### src/rtl/eth_pkg.sv
// Shared Ethernet constants and the RX framing state type.
// The CRC constants assume the MSB-first register form used by crc32_d8.
package eth_pkg;
  localparam logic [3:0]  ETH_PREAMBLE_NIB = 4'h5;
  localparam logic [3:0]  ETH_SFD_NIB      = 4'hD;
  localparam logic [31:0] CRC32_POLY       = 32'h04C11DB7;
  localparam logic [31:0] CRC32_INIT       = 32'hFFFFFFFF;
  localparam logic [31:0] CRC32_RESIDUE    = 32'hC704DD7B;

  typedef enum logic [1:0] {
    ST_IDLE     = 2'd0,
    ST_PREAMBLE = 2'd1,
    ST_DATA     = 2'd2,
    ST_DROP     = 2'd3
  } rx_state_e;
endpackage

### src/rtl/crc32_d8.sv
// Combinational byte-wide CRC-32 step. Data bits are consumed LSB first (wire order),
// and the register shifts MSB-first, so a good frame leaves CRC32_RESIDUE behind.
module crc32_d8
  import eth_pkg::*;
(
  input  logic [31:0] crc_in,
  input  logic [7:0]  data,
  output logic [31:0] crc_out
);

  function automatic logic [31:0] crc_step(input logic [31:0] c_in, input logic [7:0] d);
    logic [31:0] c;
    c = c_in;
    for (int i = 0; i < 8; i++) begin
      if (c[31] ^ d[i]) c = {c[30:0], 1'b0} ^ CRC32_POLY;
      else              c = {c[30:0], 1'b0};
    end
    return c;
  endfunction

  assign crc_out = crc_step(crc_in, data);

endmodule

### src/rtl/mii_rx_deframer.sv
// MII receive deframer: nibble-to-byte assembly, preamble/SFD strip, FCS/length/rx_er checks.
// Bytes leave one behind the wire so the final byte can carry m_last and the frame verdict.
module mii_rx_deframer
  import eth_pkg::*;
#(
  parameter int MIN_PREAMBLE = 4,
  parameter int MIN_FRAME    = 64,
  parameter int MAX_FRAME    = 1518
) (
  input  logic        clk_in,
  input  logic        rst_in,
  input  logic [3:0]  mii_rxd,
  input  logic        mii_rx_dv,
  input  logic        mii_rx_er,
  output logic [7:0]  m_data,
  output logic        m_valid,
  output logic        m_first,
  output logic        m_last,
  output logic        m_err,
  output logic [15:0] frames_ok,
  output logic [15:0] frames_bad,
  output rx_state_e   dbg_state
);

  // Output stream: m_valid is a one-cycle strobe per byte with no ready; m_first/m_last
  // qualify it, and m_err is meaningful only alongside m_last.

  rx_state_e   state, state_next;
  logic [3:0]  pre_cnt;
  logic        nib_phase;
  logic [3:0]  lo_nib;
  logic [7:0]  hold_byte;
  logic        hold_valid;
  logic        hold_first;
  logic [10:0] len_cnt;
  logic [31:0] crc;
  logic [31:0] crc_next;
  logic        er_seen;
  logic [7:0]  new_byte;
  logic        byte_done;
  logic        frame_end;
  logic        overflow;
  logic        start_data;
  logic        end_bad;

  assign new_byte  = {mii_rxd, lo_nib};
  assign dbg_state = state;

  crc32_d8 u_crc (
    .crc_in  (crc),
    .data    (new_byte),
    .crc_out (crc_next)
  );

  always_comb begin
    byte_done  = (state == ST_DATA) && mii_rx_dv && nib_phase;
    frame_end  = (state == ST_DATA) && !mii_rx_dv;
    overflow   = byte_done && (len_cnt == 11'(MAX_FRAME));
    start_data = (state == ST_PREAMBLE) && mii_rx_dv && !mii_rx_er &&
                 (mii_rxd == ETH_SFD_NIB) && (pre_cnt >= 4'(MIN_PREAMBLE));
    end_bad    = (crc != CRC32_RESIDUE) || er_seen || nib_phase ||
                 (len_cnt < 11'(MIN_FRAME));
  end

  always_comb begin
    state_next = state;
    case (state)
      ST_IDLE: begin
        if (mii_rx_dv) state_next = (mii_rxd == ETH_PREAMBLE_NIB) ? ST_PREAMBLE : ST_DROP;
      end
      ST_PREAMBLE: begin
        if (!mii_rx_dv)                        state_next = ST_IDLE;
        else if (mii_rx_er)                    state_next = ST_DROP;
        else if (mii_rxd == ETH_PREAMBLE_NIB)  state_next = ST_PREAMBLE;
        else if (start_data)                   state_next = ST_DATA;
        else                                   state_next = ST_DROP;
      end
      ST_DATA: begin
        if (!mii_rx_dv)    state_next = ST_IDLE;
        else if (overflow) state_next = ST_DROP;
      end
      default: begin
        if (!mii_rx_dv) state_next = ST_IDLE;
      end
    endcase
  end

  // Reset lands in DROP so a frame already on the wire is never picked up mid-way.
  always_ff @(posedge clk_in) begin
    if (rst_in) state <= ST_DROP;
    else        state <= state_next;
  end

  always_ff @(posedge clk_in) begin
    if (rst_in) begin
      m_data     <= '0;
      m_valid    <= 1'b0;
      m_first    <= 1'b0;
      m_last     <= 1'b0;
      m_err      <= 1'b0;
      frames_ok  <= '0;
      frames_bad <= '0;
      pre_cnt    <= '0;
      nib_phase  <= 1'b0;
      lo_nib     <= '0;
      hold_byte  <= '0;
      hold_valid <= 1'b0;
      hold_first <= 1'b0;
      len_cnt    <= '0;
      crc        <= CRC32_INIT;
      er_seen    <= 1'b0;
    end else begin
      m_valid <= 1'b0;
      m_first <= 1'b0;
      m_last  <= 1'b0;
      m_err   <= 1'b0;

      if (state == ST_IDLE && mii_rx_dv && mii_rxd == ETH_PREAMBLE_NIB)
        pre_cnt <= 4'd1;
      else if (state == ST_PREAMBLE && mii_rx_dv && !mii_rx_er &&
               mii_rxd == ETH_PREAMBLE_NIB && pre_cnt != 4'hF)
        pre_cnt <= pre_cnt + 4'd1;

      if (start_data) begin
        nib_phase  <= 1'b0;
        hold_valid <= 1'b0;
        len_cnt    <= '0;
        crc        <= CRC32_INIT;
        er_seen    <= 1'b0;
      end

      if (state == ST_DATA && mii_rx_dv) begin
        if (mii_rx_er) er_seen <= 1'b1;
        nib_phase <= ~nib_phase;
        if (!nib_phase) lo_nib <= mii_rxd;
      end

      if (byte_done) begin
        crc        <= crc_next;
        if (len_cnt != 11'h7FF) len_cnt <= len_cnt + 11'd1;
        hold_byte  <= new_byte;
        hold_valid <= 1'b1;
        hold_first <= ~hold_valid;
        if (hold_valid) begin
          m_valid <= 1'b1;
          m_data  <= hold_byte;
          m_first <= hold_first;
        end
        // Oversize: the held byte closes the frame as bad; the rest is dropped.
        if (overflow) begin
          m_last     <= 1'b1;
          m_err      <= 1'b1;
          frames_bad <= frames_bad + 16'd1;
        end
      end

      if (frame_end) begin
        if (hold_valid) begin
          m_valid <= 1'b1;
          m_data  <= hold_byte;
          m_first <= hold_first;
          m_last  <= 1'b1;
          m_err   <= end_bad;
          if (end_bad) frames_bad <= frames_bad + 16'd1;
          else         frames_ok  <= frames_ok + 16'd1;
        end else begin
          frames_bad <= frames_bad + 16'd1;
        end
      end
    end
  end

endmodule
### config.mk
export PLATFORM = sky130hd
export DESIGN_NAME = mii_rx_deframer
export DESIGN_NICKNAME = d
export VERILOG_FILES = /design/src/rtl/eth_pkg.sv /design/src/rtl/crc32_d8.sv /design/src/rtl/mii_rx_deframer.sv
export SDC_FILE = /design/constraint.sdc
export NUM_CORES = 1
export LEC_CHECK = 0
export CORE_MARGIN = 2
export CORE_UTILIZATION = 25
export DETAILED_ROUTE_END_ITERATION = 12
export SETUP_SLACK_MARGIN = 0.1
export SYNTH_ARGS = -nofsm -noshare
export SYNTH_HDL_FRONTEND = slang
export SYNTH_SLANG_ARGS = --single-unit
### constraint.sdc
create_clock -name clk_in -period 2.2 [get_ports clk_in]
set_input_delay 0.55 -clock clk_in [delete_from_list [all_inputs] [get_ports clk_in]]
set_output_delay 0.55 -clock clk_in [all_outputs]
set_load 0.005 [all_outputs]
==> parameters.txt, run 1 <==
Parameter                              Value

Status
  Run status ... finished, final reports clean

Hold path
  Worst min-delay path class ... flip-flop to flip-flop

Route
  Final WL ... roughly 14000 um
  Average detailed-routed wire length per instance ... around 14 um
  Initial detailed-routing violation count ... about 220
  Antenna Violating Nets Remaining ... 0
  Sum of met2 wire segment lengths after detailed routing ... around 6600 um
  Initial DRT Pass Iterations ... 5
  Routed length on met3 ... roughly 630 um
  Top sig layer ... met4
  Total DRC errors in the routed layout ... 0
  Per-cell via count in the routed design ... 4.58
  Vias after detailed routing ... around 4700
  Detailed-routing wirelength on met1 ... ~6700 um

STA
  Final hold violation count ... 0
  Number of max-slew violations in the final report ... 0
  Setup Skew ... between 7 and 8 ps
  Maximum operating frequency ... around 460 MHz
  Setup slack of the critical path after layout ... between 30 and 40 ps
  Actual transition at the worst max-transition pin ... about 480 ps
  Final setup vio count ... 0
  Period minus WS final ... approximately 2200 ps
  Final cycle utilization of the critical path ... 0.982
  RSZ-0062 raised after global routing ... true
  Worst hold margin ... between 400 and 500 ps
  Worst-case headroom to the max-slew limit ... 0.682

Synth
  Fraction of post-synthesis cell area in the top cell type by area ... 0.409
  Ranking of synthesized cells by area ... dfxtp_1 41%, xnor2_1 8.5%, xor2_1 5.1%
  Mapped Cells ... between 600 and 700
  XOR/XNOR Fraction of Synth Area ... 0.163
  Summed instance area of the synthesized netlist ... 5330 um^2
  Library cell with the largest summed area after synthesis ... dfxtp_1
  Post-synthesis compound-gate area fraction ... 0.106
  Synth warnings ... 0
  Most used flip-flop cell after synthesis ... dfxtp_1
  Post-synth net total ... 620
  Synthesized area per cell ... approximately 8.8 um^2
  Mux share of post-synthesis cell area ... 0.0291
  Sequential share of the synthesized area ... 0.409
  Post-Synth Adder-Cell Area ... 0.0117
  Simple-gate area share of the yosys netlist ... 0.251
  Number of enable flip-flop cells after synthesis ... 0
  Seq cells post-synth ... about 110
  Fraction of registers with async set or reset after synthesis ... 0
  Main combinational cell family by area after synthesis ... simple AND/OR/NAND/NOR gates
  Number of library cell types mapped by synthesis ... 54

Setup path
  Critical path's most frequent cell ... buf_6
  Count of cells along the worst register-to-register path ... 8
  Type of element capturing the critical path ... flip-flop
  Type of origin of the critical path ... flip-flop
  Ordered cell list for the critical path ... nor4b_4 -> nand4_1 -> or4_4 -> a21boi_4 -> buf_6 -> buf_6 -> or3_4 -> a21oi_2
  Largest fanout on the critical path ... 5
  Arrival time worst endpoint ... 2410 ps
  Max incr delay on CP ... between 500 and 600 ps
  Category of cells accounting for the largest share of critical-path delay ... simple AND/OR/NAND/NOR gates
  Sum of buffers and inverters on the critical path ... 2
  FF-to-FF Start ... crc[2]
  Crit Path Class ... flip-flop to flip-flop
  Worst setup path endpoint ... frames_bad[4]
  End of the worst register-to-register path ... frames_bad[4]
  Worst-path cell with the longest stage delay ... or4_4
  Number of gates on the worst path with buffers counted ... 8
  Flop2flop setup slack ... 40 ps
  Worst setup startpoint ... crc[2]
  Required time of the critical path ... 2450 ps

Die
  Area of the core ... around 21000 um^2
  DIE AREA ... about 23000 um^2
  Floorplan die width ... ~150 um
  Core Rows ... 53
  Starting density of the core ... 0.254
  Die height ... 150 um
  IO Pins ... between 50 and 60

Place
  Number of instances in the placed design ... ~1000
  Weighted congestion at the end of routability-driven global placement ... approximately 0.83
  Post-DP HPWL ... approximately 10000 um
  Pre-CTS setup slack ... -372 ps
  Area post-placement ... around 7000 um^2
  Port Buf Inserts ... 53

Clock tree
  Clock Sinks ... around 110
  CTS clk-pin slew, worst paths ... 80 ps
  Clock Path Buffers ... 2
  Number of hold buffers added after CTS ... 0
  Worst skew pair latency ... approximately 360 ps
  TritonCTS clock tree ... done
  Total clock buffers created by CTS ... 9
  Number of levels the H-tree was split into ... 3
  Cell at the root of the clock tree ... clkbuf_16

Power and ir drop
  VDD IR max ... roughly 0.00046 V
  Sum of internal, switching and leakage power ... approximately 4200 uW
  Reported leakage power ... between 0.002 and 0.003 uW
  Total power density per cell area ... between 500 and 600 nW/um^2

Global route
  Number of global-route vias before repair ... between 4000 and 5000
  Largest net degree at the start of global routing ... 30
  Global router's overall resource usage ... 0.127
  Global-route wire length before repair ... about 23000 um
  Total grt overflow ... 0
  Antenna violations before repair ... 0

Finish
  Relative area change from synthesis to final layout ... 43.0%
  Final Net Count ... about 770
  Leading cell type in the layout, fill and taps excluded ... dfxtp_1
  Fill cells ... between 2000 and 2500
  Ratio of cells with drive above 1 in the final layout ... 0.259
  Fin cells ... slightly above 1000
  Design Area, Final ... 7620 um^2
  Multi-input gate area ... 3250 um^2
  Antenna cell count ... 0
  Commonest cells after routing, fill and taps aside ... 101 x dfxtp_1, 94 x buf_4, 59 x nor2_1, 52 x nand2_1
  Register area ... roughly 2200 um^2

Job
  Max capacitance violation total ... 0
layer usage:
layer  GRT usage  vias to the layer above
met5           0                        -
met4      0.0292                        0
met3      0.0387                       12
met2       0.207                       83
met1       0.165                     2250
li1            -                     2385
timing repair:
item | CTS | global route
endpoints found under the hold margin | 0 | 0
gates resized for setup | 30 | 33
gates cloned | 1 | 0
setup buffers | 2 | 3
setup endpoints to repair | 43 | 63
pin swaps | 21 | 17
worst min-delay path by stage:
| stage | from | end | slack (ps) | cells past startpoint |
|---|---|---|---|---|
| floorplan | hold_first | m_first | 430 | 1 |
| global placement | hold_byte[6] | hold_byte[6] | 440 | 2 |
| detailed placement | hold_byte[6] | hold_byte[6] | 450 | 2 |
| CTS | hold_byte[6] | hold_byte[6] | 460 | 2 |
| global route | hold_byte[0] | hold_byte[0] | 480 | 2 |
| finish | hold_byte[6] | hold_byte[6] | 460 | 2 |
report_power, final:
group	switching [uW]	internal [uW]	total, uW
combinational	237	248	485
sequential	13.7	1990	2000
clock	807	902	1710
total	1060	3140	4190
synthesized netlist by cell type (8+ instances only):
| master | number |
|---|---|
| a21oi_1 | 52 |
| clkbuf_1 | 24 |
| xnor2_1 | 52 |
| mux2i_1 | 11 |
| o21ai_1 | 8 |
| nor2_1 | 59 |
| xor2_1 | 31 |
| and3_1 | 11 |
| or2_1 | 11 |
| or3_1 | 12 |
| dfxtp_1 | 109 |
| nand4_1 | 12 |
| nor3_1 | 27 |
| or4_1 | 9 |
| nand3_1 | 17 |
| o21bai_1 | 11 |
| nand2_1 | 53 |
worst register-to-register path, delay by kind of cell, from the launching register on:
| family | cells | cell delay [ps] |
|---|---|---|
| compound gates | 2 | 290 |
| simple gates | 4 | 1160 |
| buf+inv | 2 | 270 |
| flops | 1 | 340 |
final cells by class:
cell class / instances / area share
Clock buffer: 9 / 0.0295
Clock inverter: 7 / 0.0110
Inverter: 7 / 0.00345
Multi-Input combinational cell: 461 / 0.426
Sequential cell: 109 / 0.287
Tap cell: 275 / 0.0451
Timing Repair Buffer: 164 / 0.198
sequential cells by signal, indices dropped and copies added, names as in the netlist, 2 cells and up, named ones only:
name and flops:
crc 32, frames_bad 16, frames_ok 16, len_cnt 11
hold_byte 8, lo_nib 4, pre_cnt 4, dbg_state 2
logic make-up after synthesis:
family / Yosys count
xor+xnor: 91
mux: 15
simple gates: 255
compound gates: 95
flops: 109
fa+ha+maj: 5
buf+inv: 37
stage by stage:
step	utilization	setup TNS, ps
3_5_place_dp	0.334	-17870
5_1_grt	0.364	-102
3_3_place_gp	0.334	-16780
2_1_floorplan	-	0
4_1_cts	0.357	0
6_report	0.364	0
Note: power is estimated with default switching activity, not from simulation.
==> inputs of run 2 (changes only) <==
--- a/config.mk
+++ b/config.mk
@@ -7,6 +7,7 @@
 export LEC_CHECK = 0
 export CORE_MARGIN = 2
 export CORE_UTILIZATION = 25
+export CTS_CLUSTER_SIZE = 16
 export DETAILED_ROUTE_END_ITERATION = 12
 export SETUP_SLACK_MARGIN = 0.1
 export SYNTH_ARGS = -nofsm -noshare
==> results of run 2 <==
Final layout, timing and power as in run 1 (identical DEF).
